===== src/rtl/mem_wb_stage.sv =====
// Memory-access stage and MEM/WB pipeline register: drives a req/ack data bus,
// steers RV32 byte/half/word lanes, and stalls upstream while an access is outstanding.
module mem_wb_stage #(
   parameter int REG_NUM_BITWIDTH = 5,
   parameter int WORD_BITWIDTH    = 32
) (
   input  logic                        clk,
   input  logic                        rst,
   input  logic                        mem_memToReg,
   input  logic                        mem_memRead,
   input  logic                        mem_memWrite,
   input  logic [WORD_BITWIDTH-1:0]    mem_ALUresult,
   input  logic [WORD_BITWIDTH-1:0]    mem_finalReadData2,
   input  logic [2:0]                  mem_funct3,
   input  logic                        mem_wt_regWrite,
   input  logic [REG_NUM_BITWIDTH-1:0] mem_wt_regToWrite,
   output logic                        dmem_req,
   output logic                        dmem_we,
   output logic [WORD_BITWIDTH-1:0]    dmem_addr,
   output logic [WORD_BITWIDTH-1:0]    dmem_wdata,
   output logic [3:0]                  dmem_be,
   input  logic [WORD_BITWIDTH-1:0]    dmem_rdata,
   input  logic                        dmem_ack,
   output logic                        memStall,
   output logic                        wb_regWrite,
   output logic [REG_NUM_BITWIDTH-1:0] wb_regToWrite,
   output logic [WORD_BITWIDTH-1:0]    wb_writeData,
   output logic                        misaligned
);
   localparam int W = WORD_BITWIDTH;
   localparam int R = REG_NUM_BITWIDTH;

   typedef enum logic {IDLE, ACCESS} state_e;
   typedef enum logic [1:0] {SZ_B, SZ_H, SZ_W} size_e;

   // Undefined funct3 encodings fall back to a full-word access.
   function automatic size_e decode_size(input logic [2:0] f3);
      case (f3)
         3'b000, 3'b100: decode_size = SZ_B;
         3'b001, 3'b101: decode_size = SZ_H;
         default:        decode_size = SZ_W;
      endcase
   endfunction

   state_e         state_q, state_d;
   logic           dmem_we_q, dmem_we_d;
   logic [W-1:0]   dmem_addr_q, dmem_addr_d;
   logic [W-1:0]   dmem_wdata_q, dmem_wdata_d;
   logic [3:0]     dmem_be_q, dmem_be_d;
   logic           mem_to_reg_q, mem_to_reg_d;
   logic           load_q, load_d;
   size_e          size_q, size_d;
   logic           sext_q, sext_d;
   logic [1:0]     off_q, off_d;
   logic [W-1:0]   alu_q, alu_d;
   logic           reg_write_q, reg_write_d;
   logic [R-1:0]   reg_to_write_q, reg_to_write_d;
   logic           wb_reg_write_q, wb_reg_write_d;
   logic [R-1:0]   wb_reg_to_write_q, wb_reg_to_write_d;
   logic [W-1:0]   wb_write_data_q, wb_write_data_d;
   logic           misaligned_q, misaligned_d;
   logic           stall;

   logic           access_in, aligned_in, reg_write_in;
   size_e          size_in;
   logic [1:0]     off_in;
   logic [3:0]     be_st;
   logic [W-1:0]   wdata_st;
   logic [7:0]     ld_byte;
   logic [15:0]    ld_half;
   logic [W-1:0]   load_fmt;

   assign access_in    = mem_memRead | mem_memWrite;
   assign size_in      = decode_size(mem_funct3);
   assign off_in       = mem_ALUresult[1:0];
   assign reg_write_in = mem_wt_regWrite && (mem_wt_regToWrite != '0);

   // NOTE: every signal assigned in an always_comb gets a default first so no latch is inferred.
   always_comb begin
      aligned_in = 1'b1;
      be_st      = 4'b1111;
      wdata_st   = mem_finalReadData2;
      case (size_in)
         SZ_B: begin
            be_st    = 4'b0001 << off_in;
            wdata_st = {4{mem_finalReadData2[7:0]}};
         end
         SZ_H: begin
            aligned_in = ~off_in[0];
            be_st      = 4'b0011 << off_in;
            wdata_st   = {2{mem_finalReadData2[15:0]}};
         end
         default: aligned_in = (off_in == 2'b00);
      endcase
   end

   // Load formatting works from the offset/size latched when the access was issued.
   always_comb begin
      ld_byte  = dmem_rdata[{off_q, 3'b000} +: 8];
      ld_half  = dmem_rdata[{off_q[1], 4'b0000} +: 16];
      load_fmt = dmem_rdata;
      case (size_q)
         SZ_B:    load_fmt = sext_q ? {{(W-8){ld_byte[7]}}, ld_byte} : {{(W-8){1'b0}}, ld_byte};
         SZ_H:    load_fmt = sext_q ? {{(W-16){ld_half[15]}}, ld_half} : {{(W-16){1'b0}}, ld_half};
         default: load_fmt = dmem_rdata;
      endcase
   end

   always_comb begin
      state_d           = state_q;
      dmem_we_d         = dmem_we_q;
      dmem_addr_d       = dmem_addr_q;
      dmem_wdata_d      = dmem_wdata_q;
      dmem_be_d         = dmem_be_q;
      mem_to_reg_d      = mem_to_reg_q;
      load_d            = load_q;
      size_d            = size_q;
      sext_d            = sext_q;
      off_d             = off_q;
      alu_d             = alu_q;
      reg_write_d       = reg_write_q;
      reg_to_write_d    = reg_to_write_q;
      wb_reg_write_d    = 1'b0;
      wb_reg_to_write_d = wb_reg_to_write_q;
      wb_write_data_d   = wb_write_data_q;
      misaligned_d      = 1'b0;
      stall             = 1'b0;
      case (state_q)
         IDLE: begin
            if (!access_in) begin
               wb_reg_write_d    = reg_write_in;
               wb_reg_to_write_d = mem_wt_regToWrite;
               wb_write_data_d   = mem_ALUresult;
            end else if (!aligned_in) begin
               misaligned_d      = 1'b1;
               wb_reg_to_write_d = mem_wt_regToWrite;
               wb_write_data_d   = mem_ALUresult;
            end else begin
               stall          = 1'b1;
               state_d        = ACCESS;
               dmem_we_d      = mem_memWrite;
               dmem_addr_d    = {mem_ALUresult[W-1:2], 2'b00};
               dmem_wdata_d   = mem_memWrite ? wdata_st : '0;
               dmem_be_d      = mem_memWrite ? be_st : 4'b0000;
               mem_to_reg_d   = mem_memToReg;
               load_d         = ~mem_memWrite;
               size_d         = size_in;
               sext_d         = ~mem_funct3[2];
               off_d          = off_in;
               alu_d          = mem_ALUresult;
               reg_write_d    = reg_write_in;
               reg_to_write_d = mem_wt_regToWrite;
            end
         end
         ACCESS: begin
            stall = ~dmem_ack;
            if (dmem_ack) begin
               state_d           = IDLE;
               wb_reg_write_d    = reg_write_q;
               wb_reg_to_write_d = reg_to_write_q;
               wb_write_data_d   = (mem_to_reg_q && load_q) ? load_fmt : alu_q;
            end
         end
         default: state_d = IDLE;
      endcase
   end

   always_ff @(posedge clk or posedge rst) begin
      if (rst) begin
         state_q           <= IDLE;
         dmem_we_q         <= 1'b0;
         dmem_addr_q       <= '0;
         dmem_wdata_q      <= '0;
         dmem_be_q         <= 4'b0000;
         mem_to_reg_q      <= 1'b0;
         load_q            <= 1'b0;
         size_q            <= SZ_B;
         sext_q            <= 1'b0;
         off_q             <= 2'b00;
         alu_q             <= '0;
         reg_write_q       <= 1'b0;
         reg_to_write_q    <= '0;
         wb_reg_write_q    <= 1'b0;
         wb_reg_to_write_q <= '0;
         wb_write_data_q   <= '0;
         misaligned_q      <= 1'b0;
      end else begin
         state_q           <= state_d;
         dmem_we_q         <= dmem_we_d;
         dmem_addr_q       <= dmem_addr_d;
         dmem_wdata_q      <= dmem_wdata_d;
         dmem_be_q         <= dmem_be_d;
         mem_to_reg_q      <= mem_to_reg_d;
         load_q            <= load_d;
         size_q            <= size_d;
         sext_q            <= sext_d;
         off_q             <= off_d;
         alu_q             <= alu_d;
         reg_write_q       <= reg_write_d;
         reg_to_write_q    <= reg_to_write_d;
         wb_reg_write_q    <= wb_reg_write_d;
         wb_reg_to_write_q <= wb_reg_to_write_d;
         wb_write_data_q   <= wb_write_data_d;
         misaligned_q      <= misaligned_d;
      end
   end

   assign dmem_req      = (state_q == ACCESS);
   assign dmem_we       = dmem_we_q;
   assign dmem_addr     = dmem_addr_q;
   assign dmem_wdata    = dmem_wdata_q;
   assign dmem_be       = dmem_be_q;
   // NOTE: the stall is combinational, so reset must mask it directly to drop it at once.
   assign memStall      = stall & ~rst;
   assign wb_regWrite   = wb_reg_write_q;
   assign wb_regToWrite = wb_reg_to_write_q;
   assign wb_writeData  = wb_write_data_q;
   assign misaligned    = misaligned_q;
endmodule


===== config.mk =====
export PLATFORM = sky130hd
export DESIGN_NAME = mem_wb_stage
export DESIGN_NICKNAME = d
export VERILOG_FILES = /design/src/rtl/mem_wb_stage.sv
export SDC_FILE = /design/constraint.sdc
export NUM_CORES = 1
export LEC_CHECK = 0
export ABC_AREA = 0
export CAP_MARGIN = 25
export CORE_MARGIN = 2
export CORE_UTILIZATION = 42
export CTS_CLUSTER_DIAMETER = 30
export DETAILED_ROUTE_END_ITERATION = 16
export PLACE_DENSITY = 0.77
export SYNTH_ARGS = -nofsm -noshare
export SYNTH_HDL_FRONTEND = slang
export SYNTH_SLANG_ARGS = --single-unit

===== constraint.sdc =====
create_clock -name clk -period 4.8 [get_ports clk]
set_input_delay 1.44 -clock clk [delete_from_list [all_inputs] [get_ports clk]]
set_output_delay 1.44 -clock clk [all_outputs]
set_load 0.01 [all_outputs]

# Word level (Yosys, flattened, before mapping)
# Index checks and enable logic that the tools add are counted.
# totals
reg_bits,152
inputBits,111
output_inout_bits,110
wordCells,76
# classes
n_bitwise,8
reduce_logical,11
n_mux,29
eq_ne,7
n_shift,4
# ops
op,count
2-to-1 mux 32 bit,7
one-hot mux 32 bit (2 select lines),3
variable part select 32 x 6 -> 16 bit,1
variable part select 32 x 6 -> 8 bit,1
2-to-1 mux 5 bit,3
one-hot mux 5 bit (2 select lines),1
2-to-1 mux 1 bit,8
one-hot mux 1 bit (2 select lines),4
one-hot mux 4 bit (2 select lines),1
equality test 3 bit (second input constant),2
logical NOT 2 bit,3
inverter 1 bit,6
nonzero test 5 bit,1
equality test 2 x 1 -> 1 bit (second input constant),2
2-to-1 mux 4 bit,1
one-hot mux 2 bit (2 select lines),1
OR reduction 2 bit,2
<< shifter 1 x 2 -> 4 bit (first input constant),1
<< shifter 2 x 2 -> 4 bit (first input constant),1
equality test 3 x 1 -> 1 bit (second input constant),1
logical NOT 3 bit,1
inequality test 3 bit (second input constant),1
AND reduction 3 bit,1
logical AND 1 bit,2
4 further kinds,4

# Longest topological paths before layout
# Gate-level depths: netlist (run 1).
# logic_depth
depth_word,9
depth_mapped,7
ltp_nobuf,5

# Worst setup path before layout (run 1)
# Ideal clock, no wire load.
# synth_path
path_kind,input to output
startpoint,input mem_funct3[0]
endpoint,output memStall
slack_ns,1.007
t_arrival_ns,2.353
path_buffers,1
path_stages,4
cell_sequence,o21a_1 > o31a_1 > clkbuf_1 > nor2_1
# synth_via
elab_chain_len,9
elab_cells_between_ends,14
cone_classes,4 x eq/ne; 5 x mux; 1 x bitwise; 4 x reduce/logical
# synth_lines
item,line_no,rtl
from (decl),14,"input logic [2:0] mem_funct3,"
equality test 3 x 1 -> 1 bit (tied with other cells),38,case (f3)
OR reduction 2 bit,38,
one-hot mux 2 bit (2 select lines) (*),38,
equality test 2 x 1 -> 1 bit or logical NOT 2 bit (tied branches),83,case (size_in)
one-hot mux 1 bit (2 select lines) (*),83,
2-to-1 mux 1 bit (*),134,end else if (!aligned_in) begin
2-to-1 mux 1 bit (*),130,if (!access_in) begin
one-hot mux 1 bit (2 select lines) (*),128,case (state_q)
AND 1 bit (*),214,assign memStall = stall & ~rst;
to (decl),24,"output logic memStall,"
# Mark *: on every way between the ends. The rest lies on a longest branch, timed or not.

# Worst setup path after layout (run 1)
# layout_path
startpoint,input mem_funct3[1]
endpoint,output memStall
# Same word-level chain as after synthesis.

==> summary.md, run 1 <==
| Metric | Value |
|---|---|
| Status | finished, final reports clean |
| Setup TNS | 0 ns |
| Core area | 15700 sq um |
| Worst-Margin Slew | 1.03 ns |
| Post-DP Area | 8790 sq um |
| Min Tclk post-route | 4.61 ns |
| Leakage power | 4.13 nW |
| Initial antenna violation count | 0 |
| WP data required | 3.36 ns |
| Int Pwr | 2.95 mW |
| CP Launch Type | primary input |
| Routed Antenna Nets | 0 |
| Rows | 46 |
| TritonRoute pass-1 iters | 5 |
| Max Slew Vio Count | 0 |
| Num CTS Buffers | 17 |
| Final Power | 4.40 mW |
| RSZ-0062 raised after global routing | false |
| Post-route cell area | 9410 sq um |
| Initial core utilization | 42.4% |
| Die ar. | 16900 sq um |
| Layout cells sized above 1 | 7.70% |
| Mapped Avg Cell Area | 8.51 sq um |
| Clock sinks | 120 |
| First-pass GRT wire length | 31800 um |
| Root buffer cell | clkbuf_16 |
| Area growth syn-to-layout | 41.2% |
| Kind of end point of the critical path | output pin |
| Post-CTS Resized | 0 |
| Most used DFF post-synth | dfrtp_1 |
| Synth Register Bits | 120 |
| Fill cells | 1397 |
| Die W | 130 um |
| Boundary pin count | 221 |
| Fin cells | 1177 |
| Final Hold Viols | 0 |
| Final WS setup | 0.194 ns |
| CTS tree | yes |
| Setup CP Type | primary input to output pin |
| Clock latency on the worst-skew pair | 0.42 ns |
| Flop pwr share | 33.7% |
| Post-route DRC | 0 |
| Clock share of power | 30.5% |
| Max_slew headroom | 31.0% |
| H-tree Lvls | 4 |
| Comb pwr share | 35.8% |
| Clock buffer depth | 2 |
| Total grt overflow | 0 |
| Synth unique cells | 47 |
| Sequential share of the synthesized area | 45.1% |
| Fmax | 217 MHz |
| Max Clock Skew | 0.00867 ns |
| Vias per cell | 5.28 |
| PD cells | 467 nW/um^2 |
| HPWL after DPL | 14200 um |
| Iter 0 DRT Violations | 393 |
| Worst Hold Class | register to register |
| Layout net count | 1059 |
| Most frequent cell after synthesis | nand2_1 |
| Multi-input logic area | 3150 sq um |
| Synthesized instance count | 783 |
| Hold Worst Slack | 0.467 ns |
| GRT Util Overall | 24.6% |
| Cells after DPL | 1145 |
| Area contributors post-synth | dfrtp_1 45%, nand2_1 13%, o21ai_0 4.7%, mux2i_1 4.7%, buf_4 4.2% |
| Utilization after layout | 59.9% |
| Wirelength per Cell | 17.5 um |
| Setup Slack @ Placement | 0.186 ns |
| Largest net degree at the start of global routing | 98 |
| Async SR Flop Fraction | 100% |
| Top cell type by total area after synthesis | dfrtp_1 |
| Yosys top cell area share | 45.1% |
| Post-synth EDFFs | 0 |
| Final clock period utilization by the worst path | 96.0% |
| RD Place Congestion | 0.827 |
| Clock transition at path regs | 0.06 ns |
| CP Max Fanout | 4 |
| Switching power | 1.44 mW |
| CTS Hold Buffers Added | 0 |
| YS warnings | 0 |
| Vias in the first global route | 5808 |
| Sw Share | 32.8% |
| Synthesized cell area | 6660 sq um |
| Diodes inserted | 0 |
| VDD IR max | 0.238 mV |
| Final setup fails | 0 |
| Wirelength, routed | 20600 um |
| Max cap viols | 0 |
| Port-buffer cells | 218 |
| FF/Latch Area | 3000 sq um |
| Via count | 6218 |
| Commonest cells post-synth | 231 x nand2_1, 120 x dfrtp_1, 63 x o21ai_0, 37 x buf_4, 32 x a21oi_1 |
| Setup Fix Bufs, Post-CTS | 0 |
| Die height | 130 um |
| Worst EP arrival | 3.17 ns |
[cells in the final DEF (no fill, tap or decap), types with 8 or more instances in the layout]
cell type	count
o21ai_0	63
o21a_1	24
nand2_1	231
nand2b_1	9
mux2i_1	31
clkdlybuf4s50_1	218
dfrtp_1	119
nor2_1	23
buf_4	15
nand3_1	24
clkbuf_16	17
a21oi_1	32
nor2b_1	27
mux2_2	17
a211o_1	16
o21ai_1	8
[layer usage]
| layer | vias up | part of all wire [%] | global-route usage [%] |
|---|---|---|---|
| li1 | 2969 | - | - |
| met1 | 2943 | 42 | 32.0 |
| met2 | 283 | 47 | 39.3 |
| met3 | 23 | 9.6 | 7.54 |
| met4 | 0 | 1.7 | 8.03 |
| met5 | - | 0 | 0 |
[critical path, cell delays in order]
cell and delay [ns]:
clkdlybuf4s50_1 0.45, o21a_1 0.24, o31a_1 0.39, nor2_1 0.12, clkdlybuf4s50_1 0.54
[kinds of logic after synthesis]
logic type	Yosys count	share of synthesized area [%]
flip-flops	120	45.1
AND/OR/NAND/NOR	335	21.5
AO/OA/AOI/OAI	183	17.6
multiplexers	49	7.87
buffers and inverters	95	7.85
other	1	0.0563
[final cells by class]
class / count / share of cell area, %
clock buffers: 19 / 4.71
clock inverters: 13 / 1.89
inverters: 5 / 0.226
multi-input cells: 569 / 33.5
flip-flops and latches: 120 / 31.9
well taps: 216 / 2.87
repair buffers: 235 / 24.9
[power by group through the flow]
stage,Sequential (mW),Combinational (mW),Clock [mW]
floorplan,1.52,0.822,0
global placement,1.49,1.55,0
detailed placement,1.50,1.57,0
CTS,1.48,1.58,1.36
global route,1.52,1.71,1.40
finish,1.48,1.57,1.34
[path summary, 6_finish.rpt]
path	cells past startpoint	startpoint	endpoint	slack (ns)
worst max-delay path	5	mem_funct3[1]	memStall	0.19
worst min-delay path	2	dmem_wdata[18]$_DFFE_PP0P_	dmem_wdata[18]$_DFFE_PP0P_	0.47
worst max register to register	4	alu_q[1]$_DFFE_PP0P_	wb_writeData[12]$_DFFE_PP0P_	2.36
worst min register to register	2	dmem_wdata[18]$_DFFE_PP0P_	dmem_wdata[18]$_DFFE_PP0P_	0.47
max in group asynchronous	3	rst	dmem_req$_DFF_PP0_	2.53
min in group asynchronous	2	rst	alu_q[2]$_DFFE_PP0P_	1.37
[state kept, by name (all words and copies together), names as in the netlist]
signal / count
dmem_wdata: 32
wb_writeData: 32
alu_q: 31
reg_to_write_q: 5
wb_regToWrite: 5
dmem_be: 4
size_q: 2
dmem_req: 1
dmem_we: 1
load_q: 1
mem_to_reg_q: 1
misaligned: 1
off_q: 1
reg_write_q: 1
sext_q: 1
wb_regWrite: 1
Note: power is estimated with default switching activity, not from simulation.
==> run 2: changes to the inputs <==
--- a/config.mk
+++ b/config.mk
@@ -8,10 +8,10 @@
 export ABC_AREA = 0
 export CAP_MARGIN = 25
 export CORE_MARGIN = 2
-export CORE_UTILIZATION = 42
+export CORE_UTILIZATION = 35
 export CTS_CLUSTER_DIAMETER = 30
 export DETAILED_ROUTE_END_ITERATION = 16
-export PLACE_DENSITY = 0.77
+export PLACE_DENSITY = 0.66
 export SYNTH_ARGS = -nofsm -noshare
 export SYNTH_HDL_FRONTEND = slang
 export SYNTH_SLANG_ARGS = --single-unit
==> run 2 against run 1 <==
Compared with the run above:
- combinational power hardly changed
- register-to-register slack worse by 0.05 ns
- clock power barely moved
- critical endpoint unchanged
- highest routed layer is now met5
- count of clock-buffer cells in the layout grew 2
- cell area rose by 0.51%
==> summary.md, run 2 (synthesis results as in run 1) <==
| Metric | Value |
|---|---|
| Setup CP Type | primary input to output pin (unchanged) |
| Routed Antenna Nets | 0 (unchanged) |
| Fill cells | 1793 (was 1397) |
| PD cells | 467 nW/um^2 (about the same) |
| Iter 0 DRT Violations | 452 (was 393) |
| WP buf/inv | 2 (unchanged) |
| Boundary pin count | 221 (unchanged) |
| Worst-Margin Slew | 1.08 ns (was 1.03 ns) |
| Vias per cell | 5.16 (was 5.28) |
| CTS Hold Buffers Added | 0 (unchanged) |
| Worst EP arrival | 3.18 ns (was 3.17 ns) |
| WP data required | 3.36 ns (about the same) |
| Num CTS Buffers | 17 (unchanged) |
| HPWL after DPL | 14900 um (was 14200 um) |
| Die height | 142 um (was 130 um) |
| Initial antenna violation count | 1 (was 0) |
| Sw Share | 33.1% (was 32.8%) |
| Die W | 142 um (was 130 um) |
| Crit path max-delay cell type | clkdlybuf4s50_1 (unchanged) |
| RD Place Congestion | 0.789 (was 0.827) |
| Max cap viols | 0 (unchanged) |
| Top delay family on crit path | buffers and inverters (unchanged) |
| Clock sinks | 120 (unchanged) |
| TritonRoute pass-1 iters | 5 (unchanged) |
| Flop pwr share | 33.7% (about the same) |
| Root buffer cell | clkbuf_16 (unchanged) |
| CTS tree | yes (unchanged) |
| VDD IR max | 0.243 mV (was 0.238 mV) |
| Diodes inserted | 0 (unchanged) |
| Setup TNS | 0 ns (unchanged) |
| H-tree Lvls | 4 (unchanged) |
| Die ar. | 20200 sq um (was 16900 sq um) |
| Fmax | 217 MHz (about the same) |
| Rows | 50 (was 46) |
| Most common cell after layout, fill and taps aside | nand2_1 (unchanged) |
| Final setup fails | 0 (unchanged) |
| Final clock period utilization by the worst path | 96.2% (was 96.0%) |
| Multi-input logic area | 3150 sq um (unchanged) |
| Post-CTS Resized | 0 (unchanged) |
| Max_slew headroom | 27.8% (was 31.0%) |
| Layout net count | 1059 (unchanged) |
| First-pass GRT wire length | 33800 um (was 31800 um) |
| CP Launch Type | primary input (unchanged) |
| Max Slew Vio Count | 0 (unchanged) |
| Clock transition at path regs | 0.06 ns (about the same) |
| Setup Fix Bufs, Post-CTS | 0 (unchanged) |
| Port-buffer cells | 218 (unchanged) |
| Post-route DRC | 0 (unchanged) |
| Clock buffer depth | 2 (unchanged) |
| Largest net degree at the start of global routing | 95 (was 98) |
| Worst Hold Class | register to register (unchanged) |
| Clock share of power | 30.5% (about the same) |
| Switching power | 1.46 mW (was 1.44 mW) |
| Int Pwr | 2.96 mW (was 2.95 mW) |
| Max Clock Skew | 0.00887 ns (was 0.00867 ns) |
| CP dominant cell by count | clkdlybuf4s50_1 (unchanged) |
| Initial core utilization | 35.6% (was 42.4%) |
| Via count | 6168 (was 6218) |
| Min Tclk post-route | 4.62 ns (was 4.61 ns) |
| Final Hold Viols | 0 (unchanged) |
| Kind of end point of the critical path | output pin (unchanged) |
| GRT Util Overall | 21.6% (was 24.6%) |
| Layout cells sized above 1 | 7.80% (was 7.70%) |
| Comb pwr share | 35.8% (about the same) |
| Total grt overflow | 0 (unchanged) |
| RSZ-0062 raised after global routing | false (unchanged) |
| Status | finished, final reports clean (unchanged) |
| Leakage power | 4.14 nW (was 4.13 nW) |
| Clock latency on the worst-skew pair | 0.41 ns (was 0.42 ns) |
| Vias in the first global route | 5981 (was 5808) |
| FF/Latch Area | 3000 sq um (unchanged) |
| Area growth syn-to-layout | 41.9% (was 41.2%) |
| Wirelength, routed | 21400 um (was 20600 um) |
| Most frequent cells in the layout | 231 x nand2_1, 218 x clkdlybuf4s50_1, 119 x dfrtp_1 (unchanged) |
| Crit path cell chain | clkdlybuf4s50_1 -> o21a_1 -> o31a_1 -> nor2_1 -> clkdlybuf4s50_1 (unchanged) |
| Core area | 18700 sq um (was 15700 sq um) |
| CP Max Fanout | 4 (unchanged) |
| CP max stage delay | 0.53 ns (was 0.54 ns) |
| Utilization after layout | 50.6% (was 59.9%) |
| Wirelength per Cell | 17.9 um (was 17.5 um) |
[run 2: cell count changes in the layout (fill, tap and decap cells not counted)]
cell        change
clkinvlp_4      +1
clkbuf_8        +3
bufinv_16       -1
buf_4           -1
buf_16          +1
clkbuf_1        -1
clkinv_2        -2
[run 2: final timing paths]
check	from	endpoint	slack (ns)	cells after the start
min in group asynchronous	rst	alu_q[3]$_DFFE_PP0P_	1.40	2
max reg2reg	alu_q[1]$_DFFE_PP0P_	wb_writeData[19]$_DFFE_PP0P_	2.31	4
min	dmem_wdata[11]$_DFFE_PP0P_	dmem_wdata[11]$_DFFE_PP0P_	0.47	2
min reg2reg	dmem_wdata[11]$_DFFE_PP0P_	dmem_wdata[11]$_DFFE_PP0P_	0.47	2
max	mem_funct3[1]	memStall	0.18	5
max in group asynchronous	rst	dmem_req$_DFF_PP0_	2.57	3
[run 2: cell type report]
type | instances | area share (%)
tap | 234 | 3.10
inverter | 5 | 0.225
sequential | 120 | 31.8
multi-input combinational | 569 | 33.3
timing repair buffer | 235 | 25.0
clock inverter | 11 | 1.53
clock buffer | 21 | 5.08
[run 2: worst reg2reg max path: stages (launching register included)]
cell and delay (ns):
dfrtp_1 1.05, mux2i_1 0.39, mux2i_4 0.63, a21oi_1 0.15
o21ai_0 0.18
[run 2: per-layer routing]
layer	wire length (um)	part of all wire, %	track usage (%)	up-vias
met5	16	0.075	0	-
li1	-	-	-	2964
met1	9600	45	29.2	2932
met4	317	1.5	5.68	2
met2	9680	45	33.4	245
met3	1800	8.4	6.80	25
[run 2: power groups by stage]
stage / clock network [mW] / registers [mW] / logic [mW]
2_1_floorplan: 0 / 1.52 / 0.822
3_3_place_gp: 0 / 1.50 / 1.56
3_5_place_dp: 0 / 1.50 / 1.59
4_1_cts: 1.37 / 1.49 / 1.60
5_1_grt: 1.42 / 1.52 / 1.73
6_report: 1.35 / 1.49 / 1.58
[run 2: per-stage QoR]
stage	std cells	power, mW	instance area, sq um	hold WS [ns]	setup WS, ns
finish	1195	4.42	9460	0.466	0.183
global route	1195	4.68	9460	0.480	0.103
CTS	1195	4.46	9460	0.469	0.175
detailed placement	1163	3.10	8830	0.455	0.184
global placement	1161	3.06	8780	0.449	0.185
floorplan	784	2.35	6670	0.445	0.174
==> run 3: changes to the inputs <==
--- a/config.mk
+++ b/config.mk
@@ -11,6 +11,7 @@
 export CORE_UTILIZATION = 35
 export CTS_CLUSTER_DIAMETER = 30
 export DETAILED_ROUTE_END_ITERATION = 16
+export MAX_ROUTING_LAYER = met4
 export PLACE_DENSITY = 0.66
 export SYNTH_ARGS = -nofsm -noshare
 export SYNTH_HDL_FRONTEND = slang
==> run 3 against run 2 <==
Compared with the run above:
- clock skew decreased by 0.0010 ns
- non-clock buffer count did not move
- utilization hardly changed
- global-route usage is 0.65 points higher
- fmax decreased by 0.28%
- register-to-register slack is essentially flat
- cell count hardly changed
- die area unchanged
- count of clock-buffer cells in the layout did not move
- clock power hardly changed
- sequential share of layout area about the same
- critical path type unchanged
- critical endpoint unchanged
==> summary.md, run 3 (synthesis results as in run 1) <==
| Metric | Value |
|---|---|
| Leakage power | 4.14 nW (about the same) |
| Wirelength per Cell | 17.9 um (about the same) |
| Die W | 142 um (unchanged) |
| Setup CP Type | primary input to output pin (unchanged) |
| Crit path max-delay cell type | clkdlybuf4s50_1 (unchanged) |
| Min Tclk post-route | 4.63 ns (was 4.62 ns) |
| Total grt overflow | 0 (unchanged) |
| Port-buffer cells | 218 (unchanged) |
| Vias per cell | 5.16 (about the same) |
| VDD IR max | 0.243 mV (about the same) |
| CTS Hold Buffers Added | 0 (unchanged) |
| Rows | 50 (unchanged) |
| Root buffer cell | clkbuf_16 (unchanged) |
| Max Slew Vio Count | 0 (unchanged) |
| Routed Antenna Nets | 0 (unchanged) |
| Hold Worst Slack | 0.463 ns (was 0.466 ns) |
| Die ar. | 20200 sq um (unchanged) |
| Post-route DRC | 0 (unchanged) |
| Worst-Margin Slew | 1.07 ns (was 1.08 ns) |
| Clock transition at path regs | 0.06 ns (about the same) |
| Clock buffer depth | 2 (unchanged) |
| Final Hold Viols | 0 (unchanged) |
| Final setup fails | 0 (unchanged) |
| Most frequent cells in the layout | 231 x nand2_1, 218 x clkdlybuf4s50_1, 119 x dfrtp_1 (unchanged) |
| Core area | 18700 sq um (unchanged) |
| Fmax | 216 MHz (was 217 MHz) |
| PD cells | 466 nW/um^2 (was 467 nW/um^2) |
| Layout net count | 1059 (unchanged) |
| Crit path cell chain | clkdlybuf4s50_1 -> o21a_1 -> o31a_1 -> nor2_1 -> clkdlybuf4s50_1 (unchanged) |
| Num CTS Buffers | 17 (unchanged) |
| CP dominant cell by count | clkdlybuf4s50_1 (unchanged) |
| Initial core utilization | 35.6% (unchanged) |
| GRT Util Overall | 22.2% (was 21.6%) |
| Clock sinks | 120 (unchanged) |
| Utilization after layout | 50.6% (about the same) |
| TritonRoute pass-1 iters | 5 (unchanged) |
| Boundary pin count | 221 (unchanged) |
| First-pass GRT wire length | 33700 um (was 33800 um) |
| Final clock period utilization by the worst path | 96.5% (was 96.2%) |
| R2R setup slack | 2.32 ns (was 2.31 ns) |
| Vias in the first global route | 5997 (was 5981) |
| RSZ-0062 raised after global routing | false (unchanged) |
| CP Launch Type | primary input (unchanged) |
| Post-CTS Resized | 0 (unchanged) |
| Initial antenna violation count | 1 (unchanged) |
| Status | finished, final reports clean (unchanged) |
| Max Clock Skew | 0.00784 ns (was 0.00887 ns) |
| Die height | 142 um (unchanged) |
| Layout cells sized above 1 | 7.80% (unchanged) |
| Worst Hold Class | register to register (unchanged) |
| Max_slew headroom | 28.7% (was 27.8%) |
| Setup Fix Bufs, Post-CTS | 0 (unchanged) |
| Worst EP arrival | 3.19 ns (was 3.18 ns) |
| Setup TNS | 0 ns (unchanged) |
| HPWL after DPL | 14900 um (unchanged) |
| Via count | 6174 (was 6168) |
| H-tree Lvls | 4 (unchanged) |
| CP Max Fanout | 4 (unchanged) |
| CTS tree | yes (unchanged) |
| CP max stage delay | 0.53 ns (about the same) |
| Kind of end point of the critical path | output pin (unchanged) |
| Area growth syn-to-layout | 42.0% (was 41.9%) |
| Wirelength, routed | 21400 um (about the same) |
| WP data required | 3.36 ns (about the same) |
| Iter 0 DRT Violations | 414 (was 452) |
| RD Place Congestion | 0.800 (was 0.789) |
| Largest net degree at the start of global routing | 95 (unchanged) |
| Clock latency on the worst-skew pair | 0.40 ns (was 0.41 ns) |
| Max cap viols | 0 (unchanged) |
| Final Power | 4.41 mW (was 4.42 mW) |
| Most common cell after layout, fill and taps aside | nand2_1 (unchanged) |
run 3: final cells by class:
| cell class | count | area (sq um) |
|---|---|---|
| sequential | 120 | 3000 |
| tap | 234 | 293 |
| inverter | 5 | 21.3 |
| clock inverter | 11 | 145 |
| fill | 1793 | 9250 |
| clock buffer | 21 | 480 |
| timing repair buffer | 235 | 2360 |
| multi-input combinational | 569 | 3150 |
| antenna | 1 | 2.50 |
run 3: through the flow:
stage	worst slack [ns]	std cells	cell area, sq um
floorplan	0.174	784	6670
global placement	0.185	1161	8780
detailed placement	0.184	1163	8830
CTS	0.175	1195	9460
global route	0.103	1196	9460
finish	0.170	1196	9460
run 3: final timing paths:
check	from	endpoint	cells past startpoint
worst max-delay path	mem_funct3[1]	memStall	5
worst min-delay path	dmem_wdata[11]$_DFFE_PP0P_	dmem_wdata[11]$_DFFE_PP0P_	2
worst max register to register	alu_q[1]$_DFFE_PP0P_	wb_writeData[19]$_DFFE_PP0P_	4
worst min register to register	dmem_wdata[11]$_DFFE_PP0P_	dmem_wdata[11]$_DFFE_PP0P_	2
max in group asynchronous	rst	dmem_wdata[0]$_DFFE_PP0P_	3
min in group asynchronous	rst	alu_q[3]$_DFFE_PP0P_	2
run 3: routing by layer:
layer / global-route usage, % / wire length, um / vias up / share of wire [%]
li1: - / - / 2965 / -
met1: 29.7 / 9810 / 2943 / 46
met2: 33.4 / 9690 / 243 / 45
met3: 6.16 / 1600 / 23 / 7.5
met4: 5.68 / 299 / 0 / 1.4
met5: - / 0 / - / 0
run 3: worst max-delay path, delay by kind of cell:
kind	cells	cell delay, ns
buffers and inverters	2	0.99
AO/OA/AOI/OAI	2	0.64
AND/OR/NAND/NOR	1	0.12
run 3: report_power, final:
part | switching, mW | internal [mW] | total [mW] | leakage [nW]
sequential | 0.206 | 1.28 | 1.49 | 1.50
combinational | 0.777 | 0.805 | 1.58 | 2.34
clock | 0.470 | 0.871 | 1.34 | 0.301
total | 1.45 | 2.96 | 4.41 | 4.14
